===== src/rtl/piradspi_target.sv =====
// piradspi_target: SPI peripheral endpoint, oversampled in the aclk domain.
// Latency: miso/busy/miso_oe move 3 aclk after the physical sclk/csn edge; rx words leave via a 2-deep pending/output stage.
// Backpressure: m_tready low holds the output word; further completed words are dropped with an overflow pulse.
module piradspi_target #(
  parameter int unsigned           DATA_WIDTH = 8,
  parameter bit                    CPOL       = 1'b0,
  parameter bit                    CPHA       = 1'b0,
  parameter bit                    MSB_FIRST  = 1'b1,
  parameter logic [DATA_WIDTH-1:0] FILL_WORD  = '0
) (
  input  logic                  aclk,
  input  logic                  aresetn,
  input  logic                  sclk,
  input  logic                  mosi,
  input  logic                  csn,
  output logic                  miso,
  output logic                  miso_oe,
  input  logic [DATA_WIDTH-1:0] s_tdata,
  input  logic                  s_tvalid,
  output logic                  s_tready,
  output logic [DATA_WIDTH-1:0] m_tdata,
  output logic                  m_tvalid,
  input  logic                  m_tready,
  output logic                  m_tlast,
  output logic                  busy,
  output logic                  overflow,
  output logic                  underrun,
  output logic                  frame_err
);

  localparam int unsigned     CNT_W      = (DATA_WIDTH > 2) ? $clog2(DATA_WIDTH) : 1;
  localparam logic [CNT_W-1:0] LAST_BIT  = CNT_W'(DATA_WIDTH - 1);
  localparam logic [0:0]      ST_IDLE    = 1'b0;
  localparam logic [0:0]      ST_ACTIVE  = 1'b1;
  localparam logic            FILL_FIRST = MSB_FIRST ? FILL_WORD[DATA_WIDTH-1] : FILL_WORD[0];

  // Bit that goes on the wire first for a given word.
  function automatic logic first_bit(input logic [DATA_WIDTH-1:0] w);
    return MSB_FIRST ? w[DATA_WIDTH-1] : w[0];
  endfunction

  // Word with its first-on-wire bit removed, so the next bit sits in the first position.
  function automatic logic [DATA_WIDTH-1:0] drop_bit(input logic [DATA_WIDTH-1:0] w);
    return MSB_FIRST ? {w[DATA_WIDTH-2:0], 1'b0} : {1'b0, w[DATA_WIDTH-1:1]};
  endfunction

  // Synchroniser stages plus one history flop for edge detection.
  logic sclk_s1_q, sclk_s2_q, sclk_prev_q;
  logic mosi_s1_q, mosi_s2_q;
  logic csn_s1_q, csn_s2_q, csn_prev_q;

  logic [0:0]            state_q, state_d;
  logic [CNT_W-1:0]      bit_cnt_q, bit_cnt_d;
  logic [DATA_WIDTH-1:0] rx_shift_q, rx_shift_d;
  logic [DATA_WIDTH-1:0] tx_shift_q, tx_shift_d;
  logic                  miso_q, miso_d;
  logic [DATA_WIDTH-1:0] pend_q, pend_d;
  logic                  pend_vld_q, pend_vld_d;
  logic [DATA_WIDTH-1:0] out_dat_q, out_dat_d;
  logic                  out_vld_q, out_vld_d;
  logic                  out_last_q, out_last_d;
  logic                  s_tready_q, s_tready_d;
  logic                  underrun_q, underrun_d;
  logic                  overflow_q, overflow_d;
  logic                  frame_err_q, frame_err_d;

  logic                  act, csn_fall, csn_rise, sclk_chg;
  logic                  lead_evt, trail_evt, sample_evt, shift_evt;
  logic                  tx_load, word_done;
  logic [CNT_W-1:0]      bit_cnt_adv;
  logic [DATA_WIDTH-1:0] rx_next, tx_word;

  // 2-FF synchronisers for the asynchronous SPI pins, idle-level reset values.
  always_ff @(posedge aclk or negedge aresetn) begin
    if (!aresetn) begin
      sclk_s1_q   <= CPOL;
      sclk_s2_q   <= CPOL;
      sclk_prev_q <= CPOL;
      mosi_s1_q   <= 1'b0;
      mosi_s2_q   <= 1'b0;
      csn_s1_q    <= 1'b1;
      csn_s2_q    <= 1'b1;
      csn_prev_q  <= 1'b1;
    end else begin
      sclk_s1_q   <= sclk;
      sclk_s2_q   <= sclk_s1_q;
      sclk_prev_q <= sclk_s2_q;
      mosi_s1_q   <= mosi;
      mosi_s2_q   <= mosi_s1_q;
      csn_s1_q    <= csn;
      csn_s2_q    <= csn_s1_q;
      csn_prev_q  <= csn_s2_q;
    end
  end

  // Edge classification; sclk edges count only once ACTIVE is already registered,
  // so an edge landing on the csn-fall cycle or while idle is ignored.
  always_comb begin
    act        = (state_q == ST_ACTIVE);
    csn_fall   = csn_prev_q & ~csn_s2_q;
    csn_rise   = ~csn_prev_q & csn_s2_q;
    sclk_chg   = act & (sclk_s2_q ^ sclk_prev_q);
    lead_evt   = sclk_chg & (sclk_s2_q != CPOL);
    trail_evt  = sclk_chg & (sclk_s2_q == CPOL);
    sample_evt = CPHA ? trail_evt : lead_evt;
    shift_evt  = CPHA ? lead_evt : trail_evt;
  end

  // Select FSM: IDLE until csn falls, ACTIVE until csn rises.
  always_comb begin
    state_d = state_q;
    if (!act && csn_fall) begin
      state_d = ST_ACTIVE;
    end else if (act && csn_rise) begin
      state_d = ST_IDLE;
    end
  end

  // Tx serialiser: a load takes the stream word (or the fill word) and presents its first bit;
  // every other shift edge advances one bit. bit_cnt==0 on a shift edge marks a word boundary.
  always_comb begin
    tx_word    = s_tvalid ? s_tdata : FILL_WORD;
    tx_load    = CPHA ? (shift_evt && (bit_cnt_q == '0))
                      : ((!act && csn_fall) || (shift_evt && (bit_cnt_q == '0)));
    tx_shift_d = tx_shift_q;
    miso_d     = miso_q;
    s_tready_d = 1'b0;
    underrun_d = 1'b0;
    if (tx_load) begin
      miso_d     = first_bit(tx_word);
      tx_shift_d = drop_bit(tx_word);
      s_tready_d = s_tvalid;
      underrun_d = ~s_tvalid;
    end else if (shift_evt) begin
      miso_d     = first_bit(tx_shift_q);
      tx_shift_d = drop_bit(tx_shift_q);
    end
  end

  // Rx deserialiser: sample edges shift mosi in; csn edges throw away any partial word.
  always_comb begin
    rx_next     = MSB_FIRST ? {rx_shift_q[DATA_WIDTH-2:0], mosi_s2_q}
                            : {mosi_s2_q, rx_shift_q[DATA_WIDTH-1:1]};
    word_done   = sample_evt && (bit_cnt_q == LAST_BIT);
    bit_cnt_adv = bit_cnt_q;
    if (sample_evt) begin
      bit_cnt_adv = word_done ? '0 : bit_cnt_q + 1'b1;
    end
    frame_err_d = act && csn_rise && (bit_cnt_adv != '0);
    if (csn_fall || (act && csn_rise)) begin
      bit_cnt_d  = '0;
      rx_shift_d = '0;
    end else begin
      bit_cnt_d  = bit_cnt_adv;
      rx_shift_d = sample_evt ? rx_next : rx_shift_q;
    end
  end

  // Pending/output stage. A completed word waits in pending until either another word
  // completes (then it leaves with tlast=0) or csn rises (then it leaves with tlast=1).
  // A word completing on the csn-rise cycle is parked first, so it is the one tagged last.
  always_comb begin
    logic out_free, out_load;
    out_free   = !out_vld_q || m_tready;
    out_load   = 1'b0;
    pend_d     = pend_q;
    pend_vld_d = pend_vld_q;
    out_dat_d  = out_dat_q;
    out_last_d = out_last_q;
    overflow_d = 1'b0;
    if (word_done) begin
      if (pend_vld_d) begin
        if (out_free) begin
          out_load   = 1'b1;
          out_dat_d  = pend_d;
          out_last_d = 1'b0;
        end else begin
          overflow_d = 1'b1;
        end
      end
      pend_d     = rx_next;
      pend_vld_d = 1'b1;
    end
    if (act && csn_rise) begin
      if (pend_vld_d) begin
        if (out_free && !out_load) begin
          out_load   = 1'b1;
          out_dat_d  = pend_d;
          out_last_d = 1'b1;
        end else begin
          overflow_d = 1'b1;
        end
      end
      pend_vld_d = 1'b0;
    end
    if (out_load) begin
      out_vld_d = 1'b1;
    end else if (out_vld_q && m_tready) begin
      out_vld_d = 1'b0;
    end else begin
      out_vld_d = out_vld_q;
    end
  end

  // Core state registers; reset returns everything to idle immediately.
  always_ff @(posedge aclk or negedge aresetn) begin
    if (!aresetn) begin
      state_q     <= ST_IDLE;
      bit_cnt_q   <= '0;
      rx_shift_q  <= '0;
      tx_shift_q  <= '0;
      miso_q      <= FILL_FIRST;
      pend_q      <= '0;
      pend_vld_q  <= 1'b0;
      out_dat_q   <= '0;
      out_vld_q   <= 1'b0;
      out_last_q  <= 1'b0;
      s_tready_q  <= 1'b0;
      underrun_q  <= 1'b0;
      overflow_q  <= 1'b0;
      frame_err_q <= 1'b0;
    end else begin
      state_q     <= state_d;
      bit_cnt_q   <= bit_cnt_d;
      rx_shift_q  <= rx_shift_d;
      tx_shift_q  <= tx_shift_d;
      miso_q      <= miso_d;
      pend_q      <= pend_d;
      pend_vld_q  <= pend_vld_d;
      out_dat_q   <= out_dat_d;
      out_vld_q   <= out_vld_d;
      out_last_q  <= out_last_d;
      s_tready_q  <= s_tready_d;
      underrun_q  <= underrun_d;
      overflow_q  <= overflow_d;
      frame_err_q <= frame_err_d;
    end
  end

  assign miso      = miso_q;
  assign miso_oe   = (state_q == ST_ACTIVE);
  assign busy      = (state_q == ST_ACTIVE);
  assign s_tready  = s_tready_q;
  assign m_tdata   = out_dat_q;
  assign m_tvalid  = out_vld_q;
  assign m_tlast   = out_last_q;
  assign overflow  = overflow_q;
  assign underrun  = underrun_q;
  assign frame_err = frame_err_q;

endmodule


===== config.mk =====
export PLATFORM = sky130hd
export DESIGN_NAME = piradspi_target
export DESIGN_NICKNAME = d
export VERILOG_FILES = /design/src/rtl/piradspi_target.sv
export SDC_FILE = /design/constraint.sdc
export NUM_CORES = 1
export LEC_CHECK = 0
export CAP_MARGIN = 20
export CORE_MARGIN = 1.5
export CORE_UTILIZATION = 55
export DETAILED_ROUTE_END_ITERATION = 12
export GPL_ROUTABILITY_DRIVEN = 1
export PLACE_DENSITY = 0.82
export SYNTH_ARGS = -nofsm -noshare
export SYNTH_HDL_FRONTEND = slang
export SYNTH_SLANG_ARGS = --single-unit

===== constraint.sdc =====
create_clock -name aclk -period 4.65 [get_ports aclk]
set_clock_uncertainty 0.05 [all_clocks]
set_input_delay 0.93 -clock aclk [delete_from_list [all_inputs] [get_ports aclk]]
set_output_delay 0.93 -clock aclk [all_outputs]
set_load 0.01 [all_outputs]

Word-level counts from Yosys, hierarchy flattened --
Cells that the tools add are included. Widths: inputs -> output; s select.
Storage, ports and cells: bits in registers 51, input port bits 15
Operators by class: add/subtract/negate cells 1, equal/unequal tests 1, muxes and demuxes 43, bitwise gates (word level) 10, reductions and logical operators 19
Operator list (number):
- $mux 8 | 10
- $mux 1 | 28
- $mux 7 | 2
- $mux 3 | 3
- $reduce_bool 2->1 | 4
- $logic_and 1x1->1 | 7
- $and 1x1->1 | 5
- $not 1->1 | 4
- $add 3x1->3 const B | 1
- $eq 3x3->1 const B | 1
- $logic_not 1->1 | 3
- $logic_not 3->1 | 1
- $logic_or 1x1->1 | 3
- $reduce_bool 3->1 | 1
- $xor 1x1->1 | 1

Longest topological paths before layout --
Gate-level depths: netlist of run 1.
depth in word-level cells 11, gate-level depth with buffers 7, mapped depth without buffers 6

Worst setup path before layout of run 1 --
Ideal clock, no wire load.
kind input to register, start point in m_tready, end point reg out_dat_q[0] (netlist: m_tdata[0]), arrival 1895 ps, path slack 2580 ps, cell stages on the path 4, path through nand2b_1 nand4_4 mux2_2 mux2_2
Between the ends: word-level cells in the longest chain between the ends 9, elaborated cells between the ends (all ways) 12
RTL lines:
- start: declaration | RTL line 23 | input logic m_tready,
- $logic_or 1x1->1 (*) | RTL line 164 | out_free = !out_vld_q || m_tready;
- $mux 1 | RTL line 173 | if (out_free) begin
- $mux 1 | RTL line 172 | if (pend_vld_d) begin
- $mux 1 | RTL line 171 | if (word_done) begin
- $logic_not 1->1 | RTL line 186 | if (out_free && !out_load) begin
- $logic_and 1x1->1 | RTL line 186
- $mux 8 | RTL line 186
- $mux 8 | RTL line 185 | if (pend_vld_d) begin
- $mux 8 (*) | RTL line 184 | if (act && csn_rise) begin
- net out_dat_d[0] | RTL line 59 | logic [DATA_WIDTH-1:0] out_dat_q, out_dat_d;
- end signal: assignment | RTL line 230 | out_dat_q <= out_dat_d;
- end: declaration | RTL line 59
Mark *: on every way through the listed nets, which the timed path passes. The rest lies on a longest branch. A chain may end at the register's enable or synchronous reset.

Worst setup path after layout of run 1 --
start point reg bit_cnt_q[0], end point reg out_dat_q[1] (netlist: m_tdata[1])
Between the ends: word-level cells in the longest chain between the ends 8, elaborated cells between the ends (all ways) 11
RTL lines:
- start: declaration | RTL line 53 | logic [CNT_W-1:0] bit_cnt_q, bit_cnt_d;
- start signal: assignment | RTL line 224 | bit_cnt_q <= bit_cnt_d;
- $eq 3x3->1 (*) | RTL line 144 | word_done = sample_evt && (bit_cnt_q == LAST_BIT);
- $logic_and 1x1->1 (*) | RTL line 144
- $mux 1 | RTL line 171
- $logic_not 1->1 | RTL line 186
- $logic_and 1x1->1 | RTL line 186
- $mux 8 | RTL line 186
- $mux 8 | RTL line 185
- $mux 8 (*) | RTL line 184
- net out_dat_d[1] | RTL line 59
Marked as above.

==> results of run 1 <==
==> registers in the layout, indices dropped and copies added (netlist names), 3 cells and up <==
| name | flops |
|---|---|
| tx_shift_q | 7 |
| rx_shift_q | 7 |
| bit_cnt_q | 3 |
| m_tdata | 8 |
| pend_q | 8 |
==> per-layer routing <==
layer  vias up  global-route usage  wire [µm]
met2        23              0.3508       2105
met5         -                   0          0
li1        682                   -          -
met4         0             0.07031         50
met1       708              0.2474       1661
met3         5             0.05479        112
==> final cells by class <==
class | instances | area share
inverter | 6 | 0.008691
tap | 48 | 0.02318
multi-input combinational | 116 | 0.3129
timing repair buffer | 33 | 0.1284
sequential | 50 | 0.4843
clock buffer | 8 | 0.04249
==> how the worst max path moves through the flow <==
stage                      start    endpoint  cells past startpoint
floorplan               m_tready  m_tdata[0]                      4
global placement        m_tready  m_tdata[0]                      4
detailed placement      m_tready  m_tdata[1]                      4
CTS                 bit_cnt_q[0]  m_tdata[1]                      6
global route        bit_cnt_q[0]  m_tdata[6]                      6
finish              bit_cnt_q[0]  m_tdata[1]                      6
==> synthesized netlist by cell type, drive strengths merged, types with 2 or more instances <==
cell,number
nand3b,9
nand2b,2
a31oi,7
nand2,30
clkbuf,3
inv,6
dfstp,3
o21ai,3
buf,5
nor3,3
and3b,2
a21oi,12
mux2,24
ha,3
nor2,9
dfrtp,47
==> cell families (layout without fill, tap and decap cells) <==
logic type	Yosys count	count (layout)	synth area share
compound gates	29	29	0.08134
xor+xnor	1	1	0.004097
fa+ha+maj	3	3	0.01756
flops	50	50	0.5869
mux	24	24	0.1264
simple gates	59	59	0.1498
buf+inv	14	47	0.03393
==> where the power goes <==
| part | switching, mW | total (mW) | internal (mW) |
|---|---|---|---|
| Sequential | 0.0178 | 0.481 | 0.463 |
| Combinational | 0.0505 | 0.0989 | 0.0484 |
| Clock | 0.133 | 0.284 | 0.150 |
==> per-stage QoR <==
stage | cell area, µm² | utilization | power [mW] | setup WS [ns]
global route | 2591 | 0.7025 | 0.9062 | 1.859
CTS | 2564 | 0.6950 | 0.8678 | 1.996
floorplan | 2138 | - | 0.5443 | 2.580
finish | 2591 | 0.7025 | 0.8632 | 2.022
detailed placement | 2454 | 0.6652 | 0.5857 | 1.959
global placement | 2454 | 0.6652 | 0.5774 | 2.014
==> layout by cell type (no fill, tap or decap), drive strengths merged <==
cell / count
nand3b: 9
xnor2: 1
nor2b: 1
mux2: 24
a22o: 1
nand2: 30
nand2b: 2
o31ai: 1
a31oi: 7
a31o: 1
ha: 3
nor3b: 1
clkbuf: 8
nor2: 9
clkdlybuf4s50: 30
inv: 6
and3b: 2
nand4: 1
nand4b: 1
a21boi: 1
nor3: 3
a21oi: 12
o22ai: 1
o21ai: 3
dfstp: 3
dfrtp: 47
a2bb2oi: 1
buf: 3
a21o: 1
==> summary.md, run 1 <==
| Metric | Value |
|---|---|
| Status | finished, final reports clean |
| Worst reg2reg path depth | 6 |
| Iter 0 DRT Violations | 103 |
| Max Clk Rate | 380.5 MHz |
| H-tree levels | 2 |
| RSZ-0062 raised after global routing | false |
| FF/Latch Area | 1255 µm² |
| Area of the multi-input gates | 810.8 µm² |
| Asr flop ratio synth | 1.000 |
| Die height | 65.35 µm |
| Share of the synthesized area in the top cell type | 0.5500 |
| Clock latency on the worst-skew pair | 0.29 ns |
| Critical Path Sink Type | register |
| EDFF count, synth | 0 |
| Clk sinks | 50 |
| Area leader, netlist | dfrtp_1 |
| Tcrit/Tclk final | 0.5652 |
| Hold crit path type | reg2reg |
| Layout cells sized above 1 | 0.1972 |
| CP delay by family, top | simple AND/OR/NAND/NOR gates |
| Final setup fails | 0 |
| Crit Path Category | reg2reg |
| Synth Instances | 180 |
| Post-synthesis sequential area ratio | 0.5869 |
| Endpoints failing hold | 0 |
| Initial Util | 0.5797 |
| TNS Setup | 0 ns |
| Grt ovf | 0 |
| Core area | 3689 µm² |
| Slowest Stage Delay on Critical Path | 0.47 ns |
| Number of buffers created by CTS | 5 |
| Max Fanout on Critical Path | 14 |
| Gr usage total | 0.2037 |
| Post-CTS setup buffer count | 0 |
| CTS tree | built |
| Hold wc startpoint | sclk_s1_q |
| Wire per inst | 15.06 µm |
| Hold depth | 0 |
| Final cell count without fillers | 261 |
| DP HPWL | 2777 µm |
| Fin crit period | 2.628 ns |
| RR Endpoint | m_tdata[1] |
| Pin count of the biggest net entering global routing | 51 |
| Main synth FF type | dfrtp_1 |
| Max-cap viol count | 0 |
| Placed Cells | 251 |
| Die area | 4271 µm² |
| CTS Buffer Depth | 2 |
| Final wirelength | 3930 µm |
| Largest cells by area after synthesis | dfrtp_1, mux2_2, nand2_1 |
| Die X | 65.35 µm |
| FP Rows | 22 |
| Reg clk slew, reported paths | 0.09 ns |
| Pre-Repair DR Iteration Count | 4 |
| # diodes | 0 |
| Reg2reg start | bit_cnt_q[0] |
| Root Driver | clkbuf_8 |
| Post-route ant nets | 0 |
| Synth warn | 0 |
| Worst vdd ir | 0.2915 mV |
| Syn avg cell area | 11.88 µm² |
| Post-Syn Area | 2138 µm² |
| Startpoint Class | register |
| Worst slew margin | 0.3620 |
| Critical Path AT | 2.76 ns |
| Port Buffer Count | 31 |
| DRC viols | 0 |
| WHS Endpoint | sclk_s2_q |
| Vias in the first global route | 1403 |
| Worst Tran Pin Value | 0.9534 ns |
| Worst endpoint required time | 4.78 ns |
| First-pass GRT wire length | 6451 µm |
| Cts hold-fix bufs | 0 |
| P per Cell Area | 333.1 nW/µm² |
| Area grow syn2layout | 21.18% |
| Layout net count | 230 |
| Worst R2R Setup Slack | 2.02 ns |
| Slowest cell on crit path | nor3b_4 |
| Synth unique cells | 31 |
| Cell mode on critical path | ha_1 |
| # IOs | 32 |
| Slew Limit Fails | 0 |
| Buf+Inv Stages, Crit Path | 0 |
| Fillers | 280 |
| Cts repair resizes | 0 |
| RD Place Congestion | 0.7890 |
| WHS | 0.3036 ns |
| Leak pwr | 1.183 nW |
| Number of vias in the routed layout | 1418 |
| Vias per cell | 5.433 |
| Initial antenna violation count | 0 |
| Cells along the critical path | ha_1 > ha_1 > nand4b_2 > xnor2_1 > nor3b_4 > mux2_2 |
| Number of synthesized register bits | 50 |
| Syn_nets | 198 |
Note: power is estimated with default switching activity, not from simulation.
==> inputs of run 2 (changes only) <==
--- a/config.mk
+++ b/config.mk
@@ -7,10 +7,10 @@
 export LEC_CHECK = 0
 export CAP_MARGIN = 20
 export CORE_MARGIN = 1.5
-export CORE_UTILIZATION = 55
+export CORE_UTILIZATION = 53
 export DETAILED_ROUTE_END_ITERATION = 12
 export GPL_ROUTABILITY_DRIVEN = 1
-export PLACE_DENSITY = 0.82
+export PLACE_DENSITY = 0.79
 export SYNTH_ARGS = -nofsm -noshare
 export SYNTH_HDL_FRONTEND = slang
 export SYNTH_SLANG_ARGS = --single-unit
==> constraint.sdc (replaced) <==
create_clock -name aclk -period 2.7 [get_ports aclk]
set_clock_uncertainty 0.05 [all_clocks]
set_input_delay 0.54 -clock aclk [delete_from_list [all_inputs] [get_ports aclk]]
set_output_delay 0.54 -clock aclk [all_outputs]
set_load 0.01 [all_outputs]
==> run 2 against run 1 <==
Against the previous run:
- register-to-register slack worse by 1.6 ns
- largest cell class unchanged
- combinational power up 73%
- fmax up 15%
- highest routed layer unchanged
- die area up 3.6%
- count of clock-buffer cells in the layout unchanged
==> summary.md, run 2 (synthesized netlist as in run 1, its figures left out) <==
| Metric | Value |
|---|---|
| Status | finished, final reports clean |
| Layout cells sized above 1 | 0.2047 |
| Endpoints failing hold | 0 |
| CTS tree | built |
| Port Buffer Count | 31 |
| Number of buffers created by CTS | 5 |
| Post-CTS setup buffer count | 0 |
| Root Driver | clkbuf_8 |
| Worst slew margin | 0.6507 |
| CP delay by family, top | simple AND/OR/NAND/NOR gates |
| Cells along the critical path | ha_1 > ha_1 > nand4b_2 > xnor2_1 > nor3b_4 > mux2_2 |
| Cts repair resizes | 0 |
| Cell mode on critical path | ha_1 |
| RSZ-0062 raised after global routing | false |
| Gr usage total | 0.2119 |
| # diodes | 0 |
| CTS Buffer Depth | 2 |
| Critical Path Sink Type | register |
| Max Fanout on Critical Path | 9 |
| Cell Int Power | 1.140 mW |
| Startpoint Class | register |
| Initial antenna violation count | 0 |
| Crit path launch | bit_cnt_q[0] |
| Switch Pwr | 0.3526 mW |
| Core area | 3771 µm² |
| Iter 0 DRT Violations | 81 |
| Die height | 66.52 µm |
| Critical path depth in cells | 6 |
| H-tree levels | 2 |
| Combinational share of power | 0.115 |
| # IOs | 32 |
| Max Clk Rate | 436.0 MHz |
| Wire per inst | 15.25 µm |
| Worst Tran Pin Value | 0.5224 ns |
| P per Cell Area | 575.4 nW/µm² |
| Leak pwr | 1.187 nW |
| Flop pwr share | 0.555 |
| Die area | 4424 µm² |
| Worst reg2reg path depth | 6 |
| Worst endpoint required time | 2.84 ns |
| Reg clk slew, reported paths | 0.09 ns |
| WHS | 0.09525 ns |
| Commonest non-fill, non-tap cell in the layout | dfrtp_1 |
| Vias in the first global route | 1483 |
| Vias per cell | 5.456 |
| Max-cap viol count | 0 |
| Final wirelength | 4010 µm |
| Area grow syn2layout | 21.30% |
| Commonest cells after routing, fill and taps aside | dfrtp_1, nand2_1, clkdlybuf4s50_1 |
| Pre-Repair DR Iteration Count | 5 |
| Grt ovf | 0 |
| DP HPWL | 2854 µm |
| Die X | 66.52 µm |
| Tcrit/Tclk final | 0.8494 |
| Fin crit period | 2.294 ns |
| Worst vdd ir | 0.3293 mV |
| Final setup fails | 0 |
| First-pass GRT wire length | 6803 µm |
| Cts hold-fix bufs | 0 |
| Layout net count | 232 |
| Slowest Stage Delay on Critical Path | 0.47 ns |
| Initial Util | 0.5670 |
| Clock power share | 0.331 |
| Clock latency on the worst-skew pair | 0.30 ns |
| RD Place Congestion | 0.7232 |
| Number of vias in the routed layout | 1435 |
| Slowest cell on crit path | nor3b_4 |
| FP Rows | 22 |
| Reg2reg start | bit_cnt_q[0] |
| Switching share of total power | 0.2363 |
| TNS Setup | 0 ns |
| Slew Limit Fails | 0 |
| Hold crit path type | in2async |
| DRC viols | 0 |
| Post-route ant nets | 0 |
| Crit Path Category | reg2reg |
| Clk sinks | 50 |
| Buf+Inv Stages, Crit Path | 0 |
| Critical Path AT | 2.43 ns |
| Pin count of the biggest net entering global routing | 34 |
-- run 2: cell type report --
class,instances,area (µm²)
well taps,48,60.06
fillers,258,1177
clock buffers,8,110.1
repair buffers,35,335.3
multi-input cells,116,810.8
inverters,6,22.52
flip-flops and latches,50,1255
-- run 2: final timing paths --
check	endpoint	slack [ns]
worst max-delay path	m_tdata[1]	0.41
worst max register to register	m_tdata[1]	0.41
worst min-delay path	m_tdata[4]	0.1
min in group aclk	mosi_s2_q	0.31
worst min register to register	mosi_s2_q	0.31
max in group asynchronous	csn_s2_q	1.71
-- run 2: power by group through the flow --
stage | logic, mW | registers [mW] | clock network [mW]
final | 0.171 | 0.828 | 0.494
after global routing | 0.193 | 0.833 | 0.541
after CTS | 0.173 | 0.829 | 0.513
after detailed placement | 0.172 | 0.844 | 0
after global placement | 0.162 | 0.838 | 0
after floorplan | 0.100 | 0.837 | 0
-- run 2: metal layers --
layer  global-route usage  vias to the layer above  wire [µm]  part of all wire
li1                     -                      685          -                 -
met4               0.1020                        0         82             0.020
met2               0.3450                       30       2085              0.52
met1               0.2607                      714       1689              0.42
met3              0.05743                        6        151             0.038
met5                    0                        -          0                 0
-- run 2: metrics by stage --
stage | std cells | power, mW | cell area (µm²) | setup slack [ns] | utilization
global placement | 255 | 0.9998 | 2484 | 0.4455 | 0.6586
global route | 263 | 1.567 | 2594 | 0.3175 | 0.6878
floorplan | 180 | 0.9374 | 2138 | 0.6565 | -
detailed placement | 255 | 1.016 | 2484 | 0.3820 | 0.6586
CTS | 263 | 1.514 | 2594 | 0.3952 | 0.6878
finish | 263 | 1.492 | 2594 | 0.4065 | 0.6878
